### src/rtl/riscv_pkg.sv
// Shared definitions for the multicycle RV32I control path: opcodes, FSM states,
// ALU control codes and datapath mux encodings.
package riscv_pkg;

    localparam logic [6:0] OP_LW   = 7'b0000011;
    localparam logic [6:0] OP_SW   = 7'b0100011;
    localparam logic [6:0] OP_R    = 7'b0110011;
    localparam logic [6:0] OP_ADDI = 7'b0010011;
    localparam logic [6:0] OP_JAL  = 7'b1101111;
    localparam logic [6:0] OP_BEQ  = 7'b1100011;

    typedef enum logic [3:0] {
        S_FETCH    = 4'd0,
        S_DECODE   = 4'd1,
        S_MEMADR   = 4'd2,
        S_MEMREAD  = 4'd3,
        S_MEMWB    = 4'd4,
        S_MEMWRITE = 4'd5,
        S_EXECR    = 4'd6,
        S_ALUWB    = 4'd7,
        S_EXECI    = 4'd8,
        S_JAL      = 4'd9,
        S_BEQ      = 4'd10
    } state_t;

    localparam logic [2:0] ALU_ADD = 3'b000;
    localparam logic [2:0] ALU_SUB = 3'b001;
    localparam logic [2:0] ALU_AND = 3'b010;
    localparam logic [2:0] ALU_OR  = 3'b011;
    localparam logic [2:0] ALU_SLT = 3'b101;

    localparam logic [1:0] ALUOP_ADD   = 2'b00;
    localparam logic [1:0] ALUOP_SUB   = 2'b01;
    localparam logic [1:0] ALUOP_FUNCT = 2'b10;

    localparam logic [1:0] RES_ALUOUT    = 2'b00;
    localparam logic [1:0] RES_DATA      = 2'b01;
    localparam logic [1:0] RES_ALURESULT = 2'b10;

    localparam logic [1:0] SRCA_PC    = 2'b00;
    localparam logic [1:0] SRCA_OLDPC = 2'b01;
    localparam logic [1:0] SRCA_RS1   = 2'b10;

    localparam logic [1:0] SRCB_RS2  = 2'b00;
    localparam logic [1:0] SRCB_IMM  = 2'b01;
    localparam logic [1:0] SRCB_FOUR = 2'b10;

    localparam logic [1:0] IMM_I = 2'b00;
    localparam logic [1:0] IMM_S = 2'b01;
    localparam logic [1:0] IMM_B = 2'b10;
    localparam logic [1:0] IMM_J = 2'b11;

    // Immediate format is a pure function of the opcode, independent of FSM state.
    function automatic logic [1:0] imm_src_of(input logic [6:0] op);
        logic [1:0] imm;
        case (op)
            OP_SW:   imm = IMM_S;
            OP_BEQ:  imm = IMM_B;
            OP_JAL:  imm = IMM_J;
            default: imm = IMM_I;
        endcase
        return imm;
    endfunction

endpackage

### src/rtl/unidade_controle_multiciclo_alu_decoder.sv
// ALU operation decoder: maps ALUOp plus instruction function fields to ALUControl.
module alu_decoder
    import riscv_pkg::*;
(
    input  logic [1:0] alu_op,
    input  logic [2:0] funct3,
    input  logic       funct7b5,
    input  logic       op5,
    output logic [2:0] alu_control
);

    // Decode ALU function; only R-type (op5=1) with funct7b5 set selects subtraction.
    always_comb begin
        alu_control = ALU_ADD;
        case (alu_op)
            ALUOP_ADD: alu_control = ALU_ADD;
            ALUOP_SUB: alu_control = ALU_SUB;
            ALUOP_FUNCT: begin
                case (funct3)
                    3'b000: begin
                        if (op5 && funct7b5) begin
                            alu_control = ALU_SUB;
                        end else begin
                            alu_control = ALU_ADD;
                        end
                    end
                    3'b010:  alu_control = ALU_SLT;
                    3'b110:  alu_control = ALU_OR;
                    3'b111:  alu_control = ALU_AND;
                    default: alu_control = ALU_ADD;
                endcase
            end
            default: alu_control = ALU_ADD;
        endcase
    end

endmodule

### src/rtl/unidade_controle_multiciclo.sv
// Moore FSM control unit for the multicycle RV32I core: sequences the shared
// ALU/memory datapath and stalls on the memory-ready handshake.
module unidade_controle_multiciclo
    import riscv_pkg::*;
#(
    parameter logic USE_MEM_READY = 1'b1
) (
    input  logic       clk,
    input  logic       reset,
    input  logic [6:0] op,
    input  logic [2:0] funct3,
    input  logic       funct7b5,
    input  logic       Zero,
    input  logic       mem_ready,
    output logic       PCWrite,
    output logic       AdrSrc,
    output logic       IRWrite,
    output logic       MemWrite,
    output logic       RegWrite,
    output logic [1:0] ResultSrc,
    output logic [1:0] ALUSrcA,
    output logic [1:0] ALUSrcB,
    output logic [1:0] ImmSrc,
    output logic [2:0] ALUControl,
    output logic       illegal,
    output logic [3:0] state_o
);

    state_t     state_q;
    state_t     state_d;
    logic       rdy_s;
    logic       pc_write_s;
    logic       ir_write_s;
    logic       mem_write_s;
    logic       reg_write_s;
    logic       illegal_s;
    logic [1:0] alu_op_s;

    assign rdy_s = USE_MEM_READY ? mem_ready : 1'b1;

    // State register; reset returns to FETCH asynchronously.
    always_ff @(posedge clk or negedge reset) begin
        if (!reset) begin
            state_q <= S_FETCH;
        end else begin
            state_q <= state_d;
        end
    end

    // Next-state and per-state datapath controls.
    always_comb begin
        state_d     = S_FETCH;
        pc_write_s  = 1'b0;
        ir_write_s  = 1'b0;
        mem_write_s = 1'b0;
        reg_write_s = 1'b0;
        illegal_s   = 1'b0;
        AdrSrc      = 1'b0;
        ResultSrc   = RES_ALUOUT;
        ALUSrcA     = SRCA_PC;
        ALUSrcB     = SRCB_RS2;
        alu_op_s    = ALUOP_ADD;
        case (state_q)
            S_FETCH: begin
                ALUSrcB    = SRCB_FOUR;
                ResultSrc  = RES_ALURESULT;
                ir_write_s = rdy_s;
                pc_write_s = rdy_s;
                state_d    = rdy_s ? S_DECODE : S_FETCH;
            end
            S_DECODE: begin
                ALUSrcA = SRCA_OLDPC;
                ALUSrcB = SRCB_IMM;
                case (op)
                    OP_LW, OP_SW: state_d = S_MEMADR;
                    OP_R:         state_d = S_EXECR;
                    OP_ADDI:      state_d = S_EXECI;
                    OP_JAL:       state_d = S_JAL;
                    OP_BEQ:       state_d = S_BEQ;
                    default: begin
                        state_d   = S_FETCH;
                        illegal_s = 1'b1;
                    end
                endcase
            end
            S_MEMADR: begin
                ALUSrcA = SRCA_RS1;
                ALUSrcB = SRCB_IMM;
                if (op == OP_LW) begin
                    state_d = S_MEMREAD;
                end else if (op == OP_SW) begin
                    state_d = S_MEMWRITE;
                end else begin
                    state_d = S_FETCH;
                end
            end
            S_MEMREAD: begin
                AdrSrc  = 1'b1;
                state_d = rdy_s ? S_MEMWB : S_MEMREAD;
            end
            S_MEMWB: begin
                ResultSrc   = RES_DATA;
                reg_write_s = 1'b1;
                state_d     = S_FETCH;
            end
            S_MEMWRITE: begin
                AdrSrc      = 1'b1;
                mem_write_s = 1'b1;
                state_d     = rdy_s ? S_FETCH : S_MEMWRITE;
            end
            S_EXECR: begin
                ALUSrcA  = SRCA_RS1;
                alu_op_s = ALUOP_FUNCT;
                state_d  = S_ALUWB;
            end
            S_EXECI: begin
                ALUSrcA  = SRCA_RS1;
                ALUSrcB  = SRCB_IMM;
                alu_op_s = ALUOP_FUNCT;
                state_d  = S_ALUWB;
            end
            S_ALUWB: begin
                reg_write_s = 1'b1;
                state_d     = S_FETCH;
            end
            S_JAL: begin
                ALUSrcA    = SRCA_OLDPC;
                ALUSrcB    = SRCB_FOUR;
                pc_write_s = 1'b1;
                state_d    = S_ALUWB;
            end
            S_BEQ: begin
                ALUSrcA    = SRCA_RS1;
                alu_op_s   = ALUOP_SUB;
                pc_write_s = Zero;
                state_d    = S_FETCH;
            end
            default: state_d = S_FETCH;
        endcase
    end

    // Write strobes are gated by reset so nothing commits while it is held low.
    assign PCWrite  = pc_write_s  & reset;
    assign IRWrite  = ir_write_s  & reset;
    assign MemWrite = mem_write_s & reset;
    assign RegWrite = reg_write_s & reset;
    assign illegal  = illegal_s   & reset;
    assign ImmSrc   = imm_src_of(op);
    assign state_o  = state_q;

    alu_decoder u_alu_decoder (
        .alu_op      (alu_op_s),
        .funct3      (funct3),
        .funct7b5    (funct7b5),
        .op5         (op[5]),
        .alu_control (ALUControl)
    );

endmodule
### config.mk
export PLATFORM = sky130hd
export DESIGN_NAME = unidade_controle_multiciclo
export DESIGN_NICKNAME = d
export VERILOG_FILES = /design/src/rtl/riscv_pkg.sv /design/src/rtl/unidade_controle_multiciclo_alu_decoder.sv /design/src/rtl/unidade_controle_multiciclo.sv
export SDC_FILE = /design/constraint.sdc
export NUM_CORES = 1
export LEC_CHECK = 0
export BUFFER_PORTS_ARGS = -buffer_cell sky130_fd_sc_hd__buf_2
export CAP_MARGIN = 40
export CORE_MARGIN = 1.5
export CORE_UTILIZATION = 43
export CTS_CLUSTER_DIAMETER = 200
export DETAILED_ROUTE_END_ITERATION = 6
export PLACE_DENSITY = 0.9
export SLEW_MARGIN = 20
export SYNTH_ARGS = -nofsm -noshare
export SYNTH_HDL_FRONTEND = slang
export SYNTH_HIERARCHICAL = 1
export SYNTH_SLANG_ARGS = --single-unit
### constraint.sdc
create_clock -name clk -period 2.4 [get_ports clk]
set_clock_uncertainty 0.2 [all_clocks]
set_input_delay 0.24 -clock clk [delete_from_list [all_inputs] [get_ports clk]]
set_output_delay 0.24 -clock clk [all_outputs]
set_load 0.03 [all_outputs]
# ---- Yosys cells after proc, flatten, opt, wreduce, memory -nomap -nowiden
# Index checks and enable logic that the tools add are counted.
# Widths: inputs -> output; s select.
dict set report totals {
  reg_bits 4
  in_bits 15
  output_inout_bits 21
  word_cells 62
}
dict set report classes {
  eq_ne 21
  n_mux 22
  bitwise_logic 5
  n_reduce_logical 13
}
# cell count
set op_table {}
lappend op_table {{$pmux 4 s6} 1}
lappend op_table {{$pmux 4 s5} 1}
lappend op_table {{$eq 4x3->1 const B} 4}
lappend op_table {{$pmux 2 s2} 4}
lappend op_table {{$eq 7x6->1 const B} 2}
lappend op_table {{$eq 7x7->1 const B} 2}
lappend op_table {{$eq 4x4->1 const B} 3}
lappend op_table {{$mux 3} 4}
lappend op_table {{$pmux 3 s4} 1}
lappend op_table {{$reduce_or 2->1} 6}
lappend op_table {{$eq 4x2->1 const B} 2}
lappend op_table {{$mux 1} 8}
lappend op_table {{$eq 7x2->1 const B} 1}
lappend op_table {{$eq 7x5->1 const B} 1}
lappend op_table {{$eq 3x3->1 const B} 2}
lappend op_table {{$pmux 2 s3} 1}
lappend op_table {{$pmux 3 s2} 1}
lappend op_table {{$reduce_or 3->1} 2}
lappend op_table {{$reduce_or 6->1} 1}
lappend op_table {{$and 1x1->1} 5}
lappend op_table {{$eq 4x1->1 const B} 1}
lappend op_table {{$logic_not 4->1} 1}
lappend op_table {{$reduce_or 4->1} 1}
lappend op_table {{$eq 3x2->1 const B} 1}
lappend op_table {{other kinds (5)} 5}

# ---- Logic depth before layout (Yosys ltp)
dict set report depth {
  ltp_word 5
  ltp_mapped 9
  depth_no_buf 7
}

# ---- Hierarchy
# The synthesis kept the hierarchy.
# mod instances cells_each area_each_um2 seq_area_each_um2
set by_module_without_submodules {}
lappend by_module_without_submodules {unidade_controle_multiciclo 1 77 564.3 100.1}
lappend by_module_without_submodules {alu_decoder 1 11 96.3 0.0}

# ---- Worst setup path before layout
# No wires, ideal clock.
dict set report synth_path {
  path_type {register to output}
  from {register state_q[2] (netlist: state_o[2])}
  to {output port ALUControl[2]}
  arrival_ps 2682
  t_required_ps 1960
  slack_ps -722
  stages_incl_launch_ff 8
  path_buffers 2
  path_cell_list {dfrtp_1 buf_2 buf_2 nor2b_1 nand2_1 a21oi_1 ha_1 nor4b_1}
}
dict set report synth_between {
  elab_chain_cells 5
  word_cells_on_any_way 8
  classes_between {eq/ne: 5; mux: 2; reduce/logical: 1}
}
# element line_no
set synth_rtl {}
lappend synth_rtl {{from (decl)} unidade_controle_multiciclo.sv:29} ;# state_t state_q;
lappend synth_rtl {{from (signal assigned)} unidade_controle_multiciclo.sv:46} ;# state_q <= state_d;
lappend synth_rtl {{$eq 4x4->1 / $eq 4x3->1 (equally long branches)} unidade_controle_multiciclo.sv:63} ;# case (state_q)
lappend synth_rtl {{$reduce_or 2->1 (no source line)} --}
lappend synth_rtl {{$pmux 2 s2 (*)} unidade_controle_multiciclo.sv:63}
lappend synth_rtl {{via alu_op_s[1]} unidade_controle_multiciclo.sv:37} ;# logic [1:0] alu_op_s;
lappend synth_rtl {{$eq 2x2->1 / $eq 2x1->1 (equally long branches)} unidade_controle_multiciclo_alu_decoder.sv:15} ;# case (alu_op)
lappend synth_rtl {{$pmux 3 s2 (*)} unidade_controle_multiciclo_alu_decoder.sv:15}
lappend synth_rtl {{to (decl)} unidade_controle_multiciclo.sv:24} ;# output logic [2:0] ALUControl,
# Mark *: on every way through the listed nets, which the timed path passes. The rest lies on a longest branch.

# ---- Final worst setup path
dict set report layout_path {
  from {register state_q[2] (netlist: state_o[2])}
  to {output port ALUControl[1]}
}
# The elaborated chain is that of the path after synthesis.

==> results.ini <==
[placement]
dp.cells=136
port_buffers=35
dp_hpwl_um=1450
place.gp.congestion=0.886

[sta]
tns_ns=0
finalSetupViolations=0
hold_violations=0
fin_crit_ns=2.35
slew_headroom_pct=75.5
timing.final.crit_share_pct=98.0
worstMarginPinSlew_ns=0.364
max_freq_mhz=425
maxSlewViolCount=0

[cells_and_area]
drive_gt1_share_pct=49.2
area_delta_synth_final_pct=51.7
fin_nets=146
num-fill-cells=115
ff_latch_area_um2=104
fin_cells=143
diodes=0
largest_reg_flops=4
multi_input_area_um2=577
fin_util_pct=73.4

[worst_setup_path]
cpMaxStageDelayCell=dfrtp_2
critPathArrivalTime_ns=1.91
worst-path-max-fanout=8
cp_data_required_time_ns=1.96
setup.worst_path.class=reg2out
path_cells=nor2_2 > nand2_1 > a21oi_2 > ha_2 > and4b_2 > buf_2
critical-path-top-delay-family=simple AND/OR/NAND/NOR gates
cp-end-kind=output pin
startpoint_type=register
crit_buf_inv=1
slowest_delay_ns=0.46

[job]
drv_cap=0

[power_and_ir_drop]
vdd_drop_max_mv=0.374
p_leak_nw=0.467
power_density_mw_per_mm2=309

[cts]
cts_tree=yes
numCtsBuffers=3
path_clk_slew_ns=0.04
root_buffer=clkbuf_4
ctsLongestPathBuffers=2
cts_sinks=4
clkLatencyLatePin_ns=0.24
htreeDepth=1

[global_routing]
antenna_found_initial=0
globalRouteOverflowTotal=0
grt_pass1_wl_um=2980
grt_max_degree=22
grt_use_total_pct=20.5
grt_pass1_vias=706

[synth]
synth_top_area_cell=dfrtp_1
synth_edf_count=0
synth-seq-cells=4
syn-cell-area_um2=661
yosys_warnings=6
ys_types=41
syn_inst=88
async_reset_ff_share_pct=100
avgSynthCellArea_um2=7.51
syn_nets=105
synth.top_cell.area_share_pct=15.2
yosys-top-cells-area=dfrtp_1 (15%), nor2b_1 (5.7%), nor3b_1 (5.7%), nor2_1 (4.5%), a21oi_1 (3.8%)
synthFlopType=dfrtp_1
ys_seq_area_share_pct=15.2

[floorplanning]
fp-row-count=13
die_area_mm2=0.00178
coreArea_mm2=0.00137
ioPinCount=36
dieHeight_um=42.2
start_util_pct=48.4
die_width_um=42.2

[drt]
dr.pass1.iters=4
wl_um=2040
postRouteAntennaNets=0
vias=837
wire_per_inst_um=14.3
drtIter0Drc=29
drt-vias-per-instance=5.85
drc=0

[run_status]
status=complete, no violations

[min_path]
hp-class=in2reg

cell usage in the layout (no fill, tap or decap), types with 2 or more instances in the layout:
cell type  Yosys  final
a21oi_1        5      4
nor2_2         0      2
nor3b_1        5      5
nor2b_1        6      4
nand4_1        2      2
nand3_1        3      3
nand2_1        5      5
nor3_1         3      3
clkbuf_4       0      3
o21ai_0        5      5
nor2_1         8      6
inv_1          4      4
or3_1          2      2
nor2b_4        0      2
dfrtp_2        0      3
buf_4          0      4
nand3b_1       2      2
and3b_1        2      2
buf_2          4     34
routing by layer:
metal | global-route usage, % | routed length [um] | up-vias
li1 | - | - | 403
met1 | 25.8 | 859 | 387
met2 | 36.0 | 1020 | 47
met3 | 4.74 | 155 | 0
met4 | 3.13 | 0 | 0
met5 | 0 | 0 | -
final cells by class:
class                           instances  share of cell area (%)
Clock buffer                            4                    2.62
Inverter                                4                    1.50
Multi-Input combinational cell         74                    57.6
Sequential cell                         4                    10.4
Tap cell                               15                    1.87
Timing Repair Buffer                   42                    26.1
worst reg2reg max path, delay by kind of cell, from the launching register on:
| kind | cells | cell delay, ns |
|---|---|---|
| flops | 1 | 0.44 |
| simple gates | 4 | 1.01 |
| buf+inv | 1 | 0.19 |
synth_stat cells, drive strengths merged, types with 2 or more instances:
library cell  n
ha            2
nor3b         6
nor4          2
dfrtp         4
nand3b        2
nor3          3
o21ai         6
or3           2
a21oi         5
nand4         2
nand2b        2
nand3         3
nor2          9
and3b         2
inv           4
nor2b         6
buf           5
nand2         5
worst paths after layout:
path,startpoint,to,slack (ns),cells past startpoint
worst max-delay path,state_o[2],ALUControl[1],0.05,6
worst min-delay path,op[5],state_o[1],0.11,2
worst max register to register,state_o[1],state_o[0],0.50,5
worst min register to register,state_o[2],state_o[3],0.49,2
max in group asynchronous,reset,state_o[2],1.67,2
min in group asynchronous,reset,state_o[1],0.16,2
report_power, final:
| part | internal, mW | switching (mW) | total, mW |
|---|---|---|---|
| registers | 0.0706 | 0.00381 | 0.0744 |
| clock network | 0.0627 | 0.0314 | 0.0940 |
| logic | 0.0516 | 0.0898 | 0.141 |
repair_timing:
action / CTS / global route
setup buffers: 0 / 1
gates resized for setup: 7 / 7
gates cloned: 0 / 1
setup endpoints to repair: 3 / 3
hold endpoints to repair: 4 / 0
hold buffers: 1 / 0
stage by stage:
| step | power [mW] | hold slack [ns] | setup slack, ns | cell area, um^2 |
|---|---|---|---|---|
| 6_report | 0.310 | 0.113 | 0.0476 | 1000 |
| 3_3_place_gp | 0.206 | -0.124 | 0.267 | 885 |
| 2_1_floorplan | 0.163 | -0.256 | -0.243 | 692 |
| 4_1_cts | 0.306 | 0.113 | 0.00188 | 942 |
| 3_5_place_dp | 0.210 | -0.122 | 0.143 | 885 |
| 5_1_grt | 0.324 | 0.140 | -0.0245 | 1000 |
cells by family after synthesis:
logic type                 synth area share, %
adders and majority gates                 5.30
xor gates and xnor gates                  2.65
buffers and inverters                     6.44
DFF                                       15.2
and+or+nand+nor                           50.9
AOI/OAI and AO/OA                         19.5
Note: power is estimated with default switching activity, not from simulation.
